`src/rtl/audio_pkg.sv`:
```
// Shared types and helpers for the audio gain/ramp path.
package audio_pkg;

   localparam int GAIN_W_DEF = 8;
   localparam int GAIN_UNITY = 2 ** (GAIN_W_DEF - 1);

   typedef logic signed [15:0] audio_sample_t;

   function automatic int gain_unity(input int gain_w);
      return 2 ** (gain_w - 1);
   endfunction

   // Clamp a wide signed value into the range of a w-bit two's complement word.
   function automatic logic signed [63:0] sat_narrow(input logic signed [63:0] value, input int w);
      logic signed [63:0] hi;
      logic signed [63:0] lo;
      hi = (64'sd1 <<< (w - 1)) - 64'sd1;
      lo = -(64'sd1 <<< (w - 1));
      if (value > hi) return hi;
      if (value < lo) return lo;
      return value;
   endfunction

endpackage

```
`src/rtl/audio_gain_lane.sv`:
```
// One channel: gain multiply on v1, floor-shift and saturate on v2.
module audio_gain_lane
   import audio_pkg::*;
#(
   parameter int W      = 16,
   parameter int GAIN_W = 8
) (
   input  logic              clk_audio,
   input  logic              reset,
   input  logic              v1_i,
   input  logic              v2_i,
   input  logic [W-1:0]      sample_i,
   input  logic [GAIN_W-1:0] gain_i,
   output logic [W-1:0]      out_o
);

   localparam int PW = W + GAIN_W + 1;

   logic signed [PW-1:0] prod_q;
   logic signed [PW-1:0] prod_d;
   logic signed [63:0]   shifted;
   logic [W-1:0]         out_d;

   always_comb begin
      // Gain is zero-extended so it is always non-negative in the signed product.
      prod_d  = PW'($signed(sample_i)) * PW'($signed({1'b0, gain_i}));
      shifted = 64'(prod_q) >>> (GAIN_W - 1);
      out_d   = W'(sat_narrow(shifted, W));
   end

   always_ff @(posedge clk_audio or posedge reset) begin
      if (reset) begin
         prod_q <= '0;
         out_o  <= '0;
      end else begin
         if (v1_i) prod_q <= prod_d;
         if (v2_i) out_o  <= out_d;
      end
   end

endmodule

```
`src/rtl/audio_gain_ramp.sv`:
```
// Sample strobe divider, per-sample gain ramp and valid chain feeding CH gain lanes.
module audio_gain_ramp
   import audio_pkg::*;
#(
   parameter int CH        = 2,
   parameter int W         = 16,
   parameter int DIV       = 512,
   parameter int GAIN_W    = 8,
   parameter int RAMP_STEP = 1
) (
   input  logic                clk_audio,
   input  logic                reset,
   input  logic [CH*W-1:0]     audio_in,
   input  logic [GAIN_W-1:0]   gain_target,
   input  logic                mute,
   output logic [CH*W-1:0]     audio_out,
   output logic                sample_valid,
   output logic [GAIN_W-1:0]   gain_cur
);

   localparam int                CW   = $clog2(DIV);
   localparam logic [CW-1:0]     LAST = CW'(DIV - 1);
   localparam logic [GAIN_W-1:0] STEP = GAIN_W'(RAMP_STEP);

   logic [CW-1:0]     cnt_q;
   logic [CW-1:0]     cnt_d;
   logic              tick_q;
   logic              v1_q;
   logic              v2_q;
   logic              valid_q;
   logic [CH*W-1:0]   in_q;
   logic [GAIN_W-1:0] gain_q;
   logic [GAIN_W-1:0] gain_d;
   logic [GAIN_W-1:0] target;

   always_comb begin
      cnt_d  = (cnt_q == LAST) ? '0 : cnt_q + CW'(1);
      target = mute ? '0 : gain_target;
      gain_d = gain_q;
      // Compare the remaining distance against the step so the sum never overshoots or wraps.
      if (gain_q < target) begin
         gain_d = ((target - gain_q) > STEP) ? gain_q + STEP : target;
      end else if (gain_q > target) begin
         gain_d = ((gain_q - target) > STEP) ? gain_q - STEP : target;
      end
   end

   always_ff @(posedge clk_audio or posedge reset) begin
      if (reset) begin
         cnt_q   <= '0;
         tick_q  <= 1'b0;
         v1_q    <= 1'b0;
         v2_q    <= 1'b0;
         valid_q <= 1'b0;
         in_q    <= '0;
         gain_q  <= '0;
      end else begin
         cnt_q   <= cnt_d;
         tick_q  <= (cnt_q == LAST);
         v1_q    <= tick_q;
         v2_q    <= v1_q;
         valid_q <= v2_q;
         if (tick_q) begin
            in_q   <= audio_in;
            gain_q <= gain_d;
         end
      end
   end

   assign sample_valid = valid_q;
   assign gain_cur     = gain_q;

   for (genvar k = 0; k < CH; k++) begin : g_lane
      audio_gain_lane #(
         .W      (W),
         .GAIN_W (GAIN_W)
      ) u_lane (
         .clk_audio (clk_audio),
         .reset     (reset),
         .v1_i      (v1_q),
         .v2_i      (v2_q),
         .sample_i  (in_q[k*W +: W]),
         .gain_i    (gain_q),
         .out_o     (audio_out[k*W +: W])
      );
   end

endmodule
```
`config.mk`:
```
export PLATFORM = sky130hd
export DESIGN_NAME = audio_gain_ramp
export DESIGN_NICKNAME = d
export VERILOG_FILES = /design/src/rtl/audio_pkg.sv /design/src/rtl/audio_gain_lane.sv /design/src/rtl/audio_gain_ramp.sv
export SDC_FILE = /design/constraint.sdc
export NUM_CORES = 1
export LEC_CHECK = 0
export BUFFER_PORTS_ARGS = -buffer_cell sky130_fd_sc_hd__buf_2
export CAP_MARGIN = 20
export CORE_UTILIZATION = 45
export CTS_BUF_LIST = sky130_fd_sc_hd__clkbuf_4 sky130_fd_sc_hd__clkbuf_8
export DETAILED_ROUTE_END_ITERATION = 16
export GPL_TIMING_DRIVEN = 0
export SETUP_SLACK_MARGIN = 0.2
export SLEW_MARGIN = 10
export SYNTH_ARGS = -nofsm -noshare
export SYNTH_HDL_FRONTEND = slang
export SYNTH_HIERARCHICAL = 1
export SYNTH_SLANG_ARGS = --single-unit
export TNS_END_PERCENT = 50
```
`constraint.sdc`:
```
create_clock -name clk_audio -period 9.5 [get_ports clk_audio]
set_input_delay 0.475 -clock clk_audio [delete_from_list [all_inputs] [get_ports clk_audio]]
set_output_delay 0.475 -clock clk_audio [all_outputs]
set_load 0.02 [all_outputs]
```
==> results_dict.tcl, run 1 <==
set metrics [dict create \
    final-setup-viol-count 0 \
    timing.critical_path.slowest_cell_delay_ns 1.01 \
    portBuffers 83 \
    die-area_um2 35800 \
    ys_seq_area_share_pct 19.2 \
    die_w_um 189 \
    power.leakage_uw 0.00882 \
    cts_tree "done" \
    worst-path-max-fanout 23 \
    worstPathRequired_ns 9.88 \
    ys_ff_latch 121 \
    initial_core_util_pct 45.7 \
    relSlewSlack_pct 29.7 \
    clk_latency_ns 0.50 \
    r2r_cells 16 \
    min_path_type "input port to flop" \
    gr-total-overflow 0 \
    cp.arrival_ns 6.31 \
    cts_resized 0 \
    cts_root_buffer "clkbuf_8" \
    ys_warn_count 6 \
    cp-end-kind "flop" \
    seqCellArea_um2 3030 \
    vias_per_cell 5.08 \
    track_usage_pct 21.6 \
    period_minus_slack_ns 5.93 \
    synthArstFlopShare_pct 100 \
    grt.met3_usage_pct 3.50 \
    period_share_pct 62.4 \
    drtIter0Drc 654 \
    rows 68 \
    cts_buffers 17 \
    grt_pass1_wl_um 61700 \
    drv_slew 0 \
    timing.final.ws_setup_ns 3.57 \
    syn2layout_area_growth_pct 9.07 \
    syn-num-nets 2138 \
    min_from "audio_in[17]" \
    crit_type "flop to flop" \
    tightest_slew_ns 1.06 \
    crit_buf_inv 4 \
    cts_max_level 4 \
    wl_per_cell_um 15.3 \
    antennaDiodeCount 0 \
    clockBufferDepth 2 \
    die_h_um 189 \
    nets 2243 \
    slowest_stage "dfrtp_1" \
    drive_gt1_share_pct 11.7 \
    cp-startpoint "gain_cur[2]" \
    synth_flop_cell "dfrtp_1" \
    syn_area_um2 15800 \
    synthCells 1778 \
    dp_hpwl_um 29000 \
    multiInputGateArea_um2 11200 \
    ctsHoldBuffers 1 \
    cap_violations 0 \
    grtUsageMet2_pct 35.7 \
    r2r-start "gain_cur[2]" \
    crit_family "adder cells" \
    firstDrtPassIters 5 \
    grt_max_degree 38 \
    cts_setup_buffers 0 \
    syn-mean-instance-area_um2 8.87 \
    synth_edf_count 0 \
    crit_chain "clkbuf_1 > nand2_1 > fa_1 > inv_1 > fa_1 > fa_1 > inv_1 > fa_1 > inv_1 > ha_1 > a21oi_1 > o21ai_0 > a211oi_1 > o41ai_2 > xor2_1 > mux2_2" \
    dp_slack_ns 3.67 \
    synthDistinctLibCells 81 \
    antenna_found_initial 0 \
    status "complete, no violations" \
    grt_util_met1_pct 29.0 \
    num_io_pins 84 \
    hold_depth 2 \
    core_um2 34500 \
    grt_pass1_vias 12400 \
    clk_pin_slew_worst_paths_ns 0.09 \
    grt-busiest-layer "met2" \
    num_vias 12000 \
    rsz0062_at_grt "no" \
    wirelength_um 35900 \
    path_common_cell "fa_1" \
    fin_tns_setup_ns 0 \
    final-hold-violation-count 0 \
    fmax_mhz 169 \
    skew_ns 0.0200 \
    place_congestion 0.828 \
    fillers 3348 \
    drc 0 \
    cp-start-kind "flop" \
    cts_sinks 121 \
    cp.depth 16 \
    vdd_ir_drop_max_mv 0.0918 \
    drtAntennaViolNets 0 \
    p_per_area_nw_per_um2 60.4 \
]
==> cells in the mapped netlist (5+ instances only) <==
cell	n	area [um^2]
a31oi_1	7	43.8
nand4_1	16	100
nor2_1	110	413
dfrtp_1	121	3030
a21oi_1	55	275
o21ai_0	51	255
nand2b_1	16	100
and2_2	5	37.5
o211ai_1	39	293
a211oi_1	9	67.6
nand2_1	216	811
nor3_1	10	50.1
nand3_1	23	115
xor2_1	18	158
and3_1	13	81.3
a211o_1	5	43.8
fa_1	204	4080
mux2i_1	6	60.1
a21oi_2	6	52.6
inv_1	335	1260
and2_1	143	895
clkbuf_1	56	210
ha_1	113	1410
xnor2_1	27	236
buf_2	6	30.0
a21o_1	8	60.1
mux2_2	57	642
o21bai_1	7	52.6
==> metal layers <==
layer / vias to the layer above / wire (um) / share of wire [%]
met2: 238 / 16800 / 47
met4: 0 / 824 / 2.3
li1: 5879 / - / -
met5: - / 0 / 0
met1: 5783 / 16900 / 47
met3: 53 / 1330 / 3.7
==> cells in the final DEF (no fill, tap or decap), types with 5 or more instances in the layout <==
master | Yosys | layout
a211o_1 | 5 | 5
o21ai_0 | 51 | 51
nor3_1 | 10 | 10
o211ai_1 | 39 | 39
buf_2 | 6 | 89
nand2_1 | 216 | 216
xor2_1 | 18 | 18
dfrtp_1 | 121 | 121
xnor2_1 | 27 | 27
and3_1 | 13 | 13
o21bai_1 | 7 | 7
clkinvlp_4 | 0 | 5
nand3_1 | 23 | 23
inv_1 | 335 | 333
nor2_1 | 110 | 110
fa_1 | 204 | 204
nand2b_1 | 16 | 16
a211oi_1 | 9 | 9
a21oi_2 | 6 | 6
mux2i_1 | 6 | 6
a31oi_1 | 7 | 7
a21o_1 | 8 | 8
clkbuf_1 | 56 | 56
a21oi_1 | 55 | 55
and2_1 | 143 | 143
nand4_1 | 16 | 16
ha_1 | 113 | 113
and2_2 | 5 | 5
mux2_2 | 57 | 57
clkbuf_8 | 0 | 18
==> sequential cells by signal (all words and copies together) (netlist names) <==
| signal | count |
|---|---|
| g_lane.u_lane/prod_q | 36 |
| g_lane.u_lane/out_o | 32 |
| in_q | 32 |
| cnt_q | 9 |
| gain_cur | 8 |
| sample_valid | 1 |
| tick_q | 1 |
| v1_q | 1 |
| v2_q | 1 |
==> stage by stage <==
step	cells	utilization (%)	instance area [um^2]	hold WS, ns	power [uW]
after CTS	2351	49.8	17200	0.157	1060
after global routing	2351	49.8	17200	0.175	1080
after floorplan	1778	-	15800	0.352	560
after detailed placement	2318	48.7	16800	0.361	582
final	2351	49.8	17200	0.195	1040
after global placement	2316	48.5	16800	0.364	578
==> worst paths after layout <==
check / to / slack [ns]
setup / recovery: g_lane[1].u_lane/prod_q[19] / 3.57
min in group asynchronous: cnt_q[5] / 0.54
hold reg to reg: v1_q / 0.38
setup reg to reg: g_lane[1].u_lane/prod_q[19] / 3.57
hold / removal: in_q[17] / 0.19
max in group asynchronous: g_lane[1].u_lane/out_o[5] / 8.34
==> kinds of logic after synthesis <==
kind of cell,count (synthesis),synth area share (%)
AO/OA/AOI/OAI,253,11.4
XOR/XNOR,45,2.50
adder cells (fa/ha/maj),317,34.9
buffers and inverters,401,9.59
flip-flops,121,19.2
multiplexers,63,4.45
AND/OR/NAND/NOR,578,18.0
==> layout make-up <==
cell class                 instances  share of cell area (%)
multi-input combinational       1256                    65.3
tap                              455                    3.31
clock inverter                    14                   0.815
timing repair buffer              86                    2.75
buffer                            66                    1.48
inverter                         335                    7.31
clock buffer                      18                    1.44
sequential                       121                    17.6
==> power breakdown <==
part           internal, uW  switching [uW]
logic                  22.0            34.5
registers               515               0
clock network           218             250
total                   755             284
No activity file was read; power rests on OpenSTA's default activity.
==> inputs of run 2 (changes only) <==
clock period = 5.65 ns   (was 9.5 ns; I/O delays follow)
==> results_dict.tcl, run 2 (synthesis results as in run 1) <==
set metrics [dict create \
    nets 2270 \
    worstPathRequired_ns 6.03 \
    timing.final.ws_setup_ns 0.417 \
    relSlewSlack_pct 47.3 \
    cts_buffers 17 \
    firstDrtPassIters 5 \
    clockBufferDepth 2 \
    largest_register_ff_count 36 \
    cts_tree "done" \
    portBuffers 83 \
    regMostFlops "g_lane.u_lane/prod_q" \
    post-route-util_pct 50.7 \
    timing.critical_path.slowest_cell_delay_ns 0.64 \
    die_h_um 189 \
    dp_hpwl_um 29000 \
    drv_slew 0 \
    num_vias 12100 \
    skew_ns 0.0173 \
    gr-total-overflow 0 \
    power.leakage_uw 0.00897 \
    die_w_um 189 \
    rsz0062_at_grt "yes" \
    multiInputGateArea_um2 11300 \
    worst-path-max-fanout 23 \
    crit_chain "clkbuf_2 > nand2_1 > fa_1 > inv_1 > fa_1 > fa_1 > inv_1 > fa_1 > inv_1 > ha_1 > nand2_1 > o21ai_0 > a211oi_2 > o41ai_2 > xor2_1 > mux2_2" \
    path_common_cell "fa_1" \
    clk_pin_slew_worst_paths_ns 0.09 \
    p_per_area_nw_per_um2 100 \
    cts_sinks 121 \
    drtAntennaViolNets 0 \
    wirelength_um 36100 \
    vias_per_cell 5.07 \
    drive_gt1_share_pct 12.8 \
    fin_tns_setup_ns 0 \
    cp.arrival_ns 5.62 \
    drc 0 \
    largestRegisters "g_lane.u_lane/prod_q x36, g_lane.u_lane/out_o x32, in_q x32" \
    final_cell_mix "inv_1 (333), nand2_1 (216), fa_1 (204), and2_1 (143)" \
    antennaDiodeCount 0 \
    dp_slack_ns -0.175 \
    final-hold-violation-count 0 \
    initial_core_util_pct 45.7 \
    drtIter0Drc 650 \
    grt_max_degree 38 \
    die-area_um2 35800 \
    syn2layout_area_growth_pct 11.1 \
    clk_latency_ns 0.50 \
    grt_pass1_vias 12500 \
    antenna_found_initial 0 \
    slowest_stage "dfrtp_4" \
    vdd_ir_drop_max_mv 0.154 \
    seqCellArea_um2 3050 \
    fillers 3312 \
    final-setup-viol-count 0 \
    place_congestion 0.828 \
    mostFrequentLayoutCell "inv_1" \
    cp-start-kind "flop" \
    total_power_uw 1760 \
    track_usage_pct 21.7 \
    wl_per_cell_um 15.2 \
    grt_pass1_wl_um 62100 \
    period_minus_slack_ns 5.23 \
    fmax_mhz 191 \
    cap_violations 0 \
    num_io_pins 84 \
    cts_root_buffer "clkbuf_8" \
    status "complete, no violations" \
    min_path_type "input port to flop" \
    core_um2 34500 \
    tightest_slew_ns 0.790 \
    cp-end-kind "flop" \
    rows 68 \
    period_share_pct 92.6 \
    cts_max_level 4 \
    crit_type "flop to flop" \
]
-- run 2: cell types whose count changed in the layout (fill, tap and decap cells not counted), moves of 3 or more --
cell	delta
dlygate4sd3_1	+25
clkbuf_1	-12
clkbuf_2	+12
dfrtp_1	-8
dfrtp_4	+5
dfrtp_2	+3
-- run 2: per-layer routing --
| layer | vias up | track usage, % | wire length, um |
|---|---|---|---|
| li1 | 5936 | - | - |
| met5 | - | 0 | 0 |
| met1 | 5825 | 29.0 | 17000 |
| met3 | 50 | 3.50 | 1300 |
| met2 | 253 | 36.0 | 17000 |
| met4 | 0 | 7.13 | 792 |
-- run 2: timing repair --
item,CTS,global route
hold endpoints to repair,87,0
gates resized for setup,10,30
setup endpoints to repair,25,19
hold buffers,26,0
pin swaps,0,1
setup buffers,0,2
-- run 2: power breakdown --
part / internal (uW) / switching (uW) / total (uW)
Combinational: 48.2 / 60.4 / 109
Sequential: 865 / 0 / 865
Clock: 366 / 417 / 783
Total: 1280 / 477 / 1760
-- run 2: cell type report --
cell class	count	share of cell area, %
Buffer	66	1.54
Clock buffer	18	1.41
Clock inverter	14	0.799
Inverter	335	7.17
Multi-Input combinational cell	1256	64.2
Sequential cell	121	17.4
Tap cell	455	3.25
Timing Repair Buffer	113	4.23
-- run 2: worst max-delay path, delay by kind of cell, from the launching register on --
family                     cells  cell delay (ns)
xor gates and xnor gates       1             0.15
muxes                          1             0.28
and+or+nand+nor                2             0.26
adders and majority gates      5             2.45
AOI/OAI and AO/OA              3             0.84
DFF                            1             0.64
buffers and inverters          4             0.47
-- run 2: metrics by stage --
step | std cells | instance area (um^2) | hold slack, ns
floorplan | 1778 | 15800 | 0.352
finish | 2378 | 17500 | 0.0397
detailed placement | 2318 | 16800 | 0.331
global route | 2378 | 17500 | 0.00196
global placement | 2316 | 16800 | 0.364
CTS | 2376 | 17500 | 0.00437
-- run 2: final timing paths --
kind	from	to	slack (ns)	depth (start not counted)
worst max register to register	gain_cur[2]	g_lane[1].u_lane/prod_q[19]	0.42	16
worst min register to register	tick_q	v1_q	0.38	0
min in group asynchronous	reset	cnt_q[5]	0.34	3
max in group asynchronous	reset	g_lane[1].u_lane/out_o[5]	4.68	3
worst max-delay path	gain_cur[2]	g_lane[1].u_lane/prod_q[19]	0.42	16
worst min-delay path	audio_in[7]	in_q[7]	0.04	2
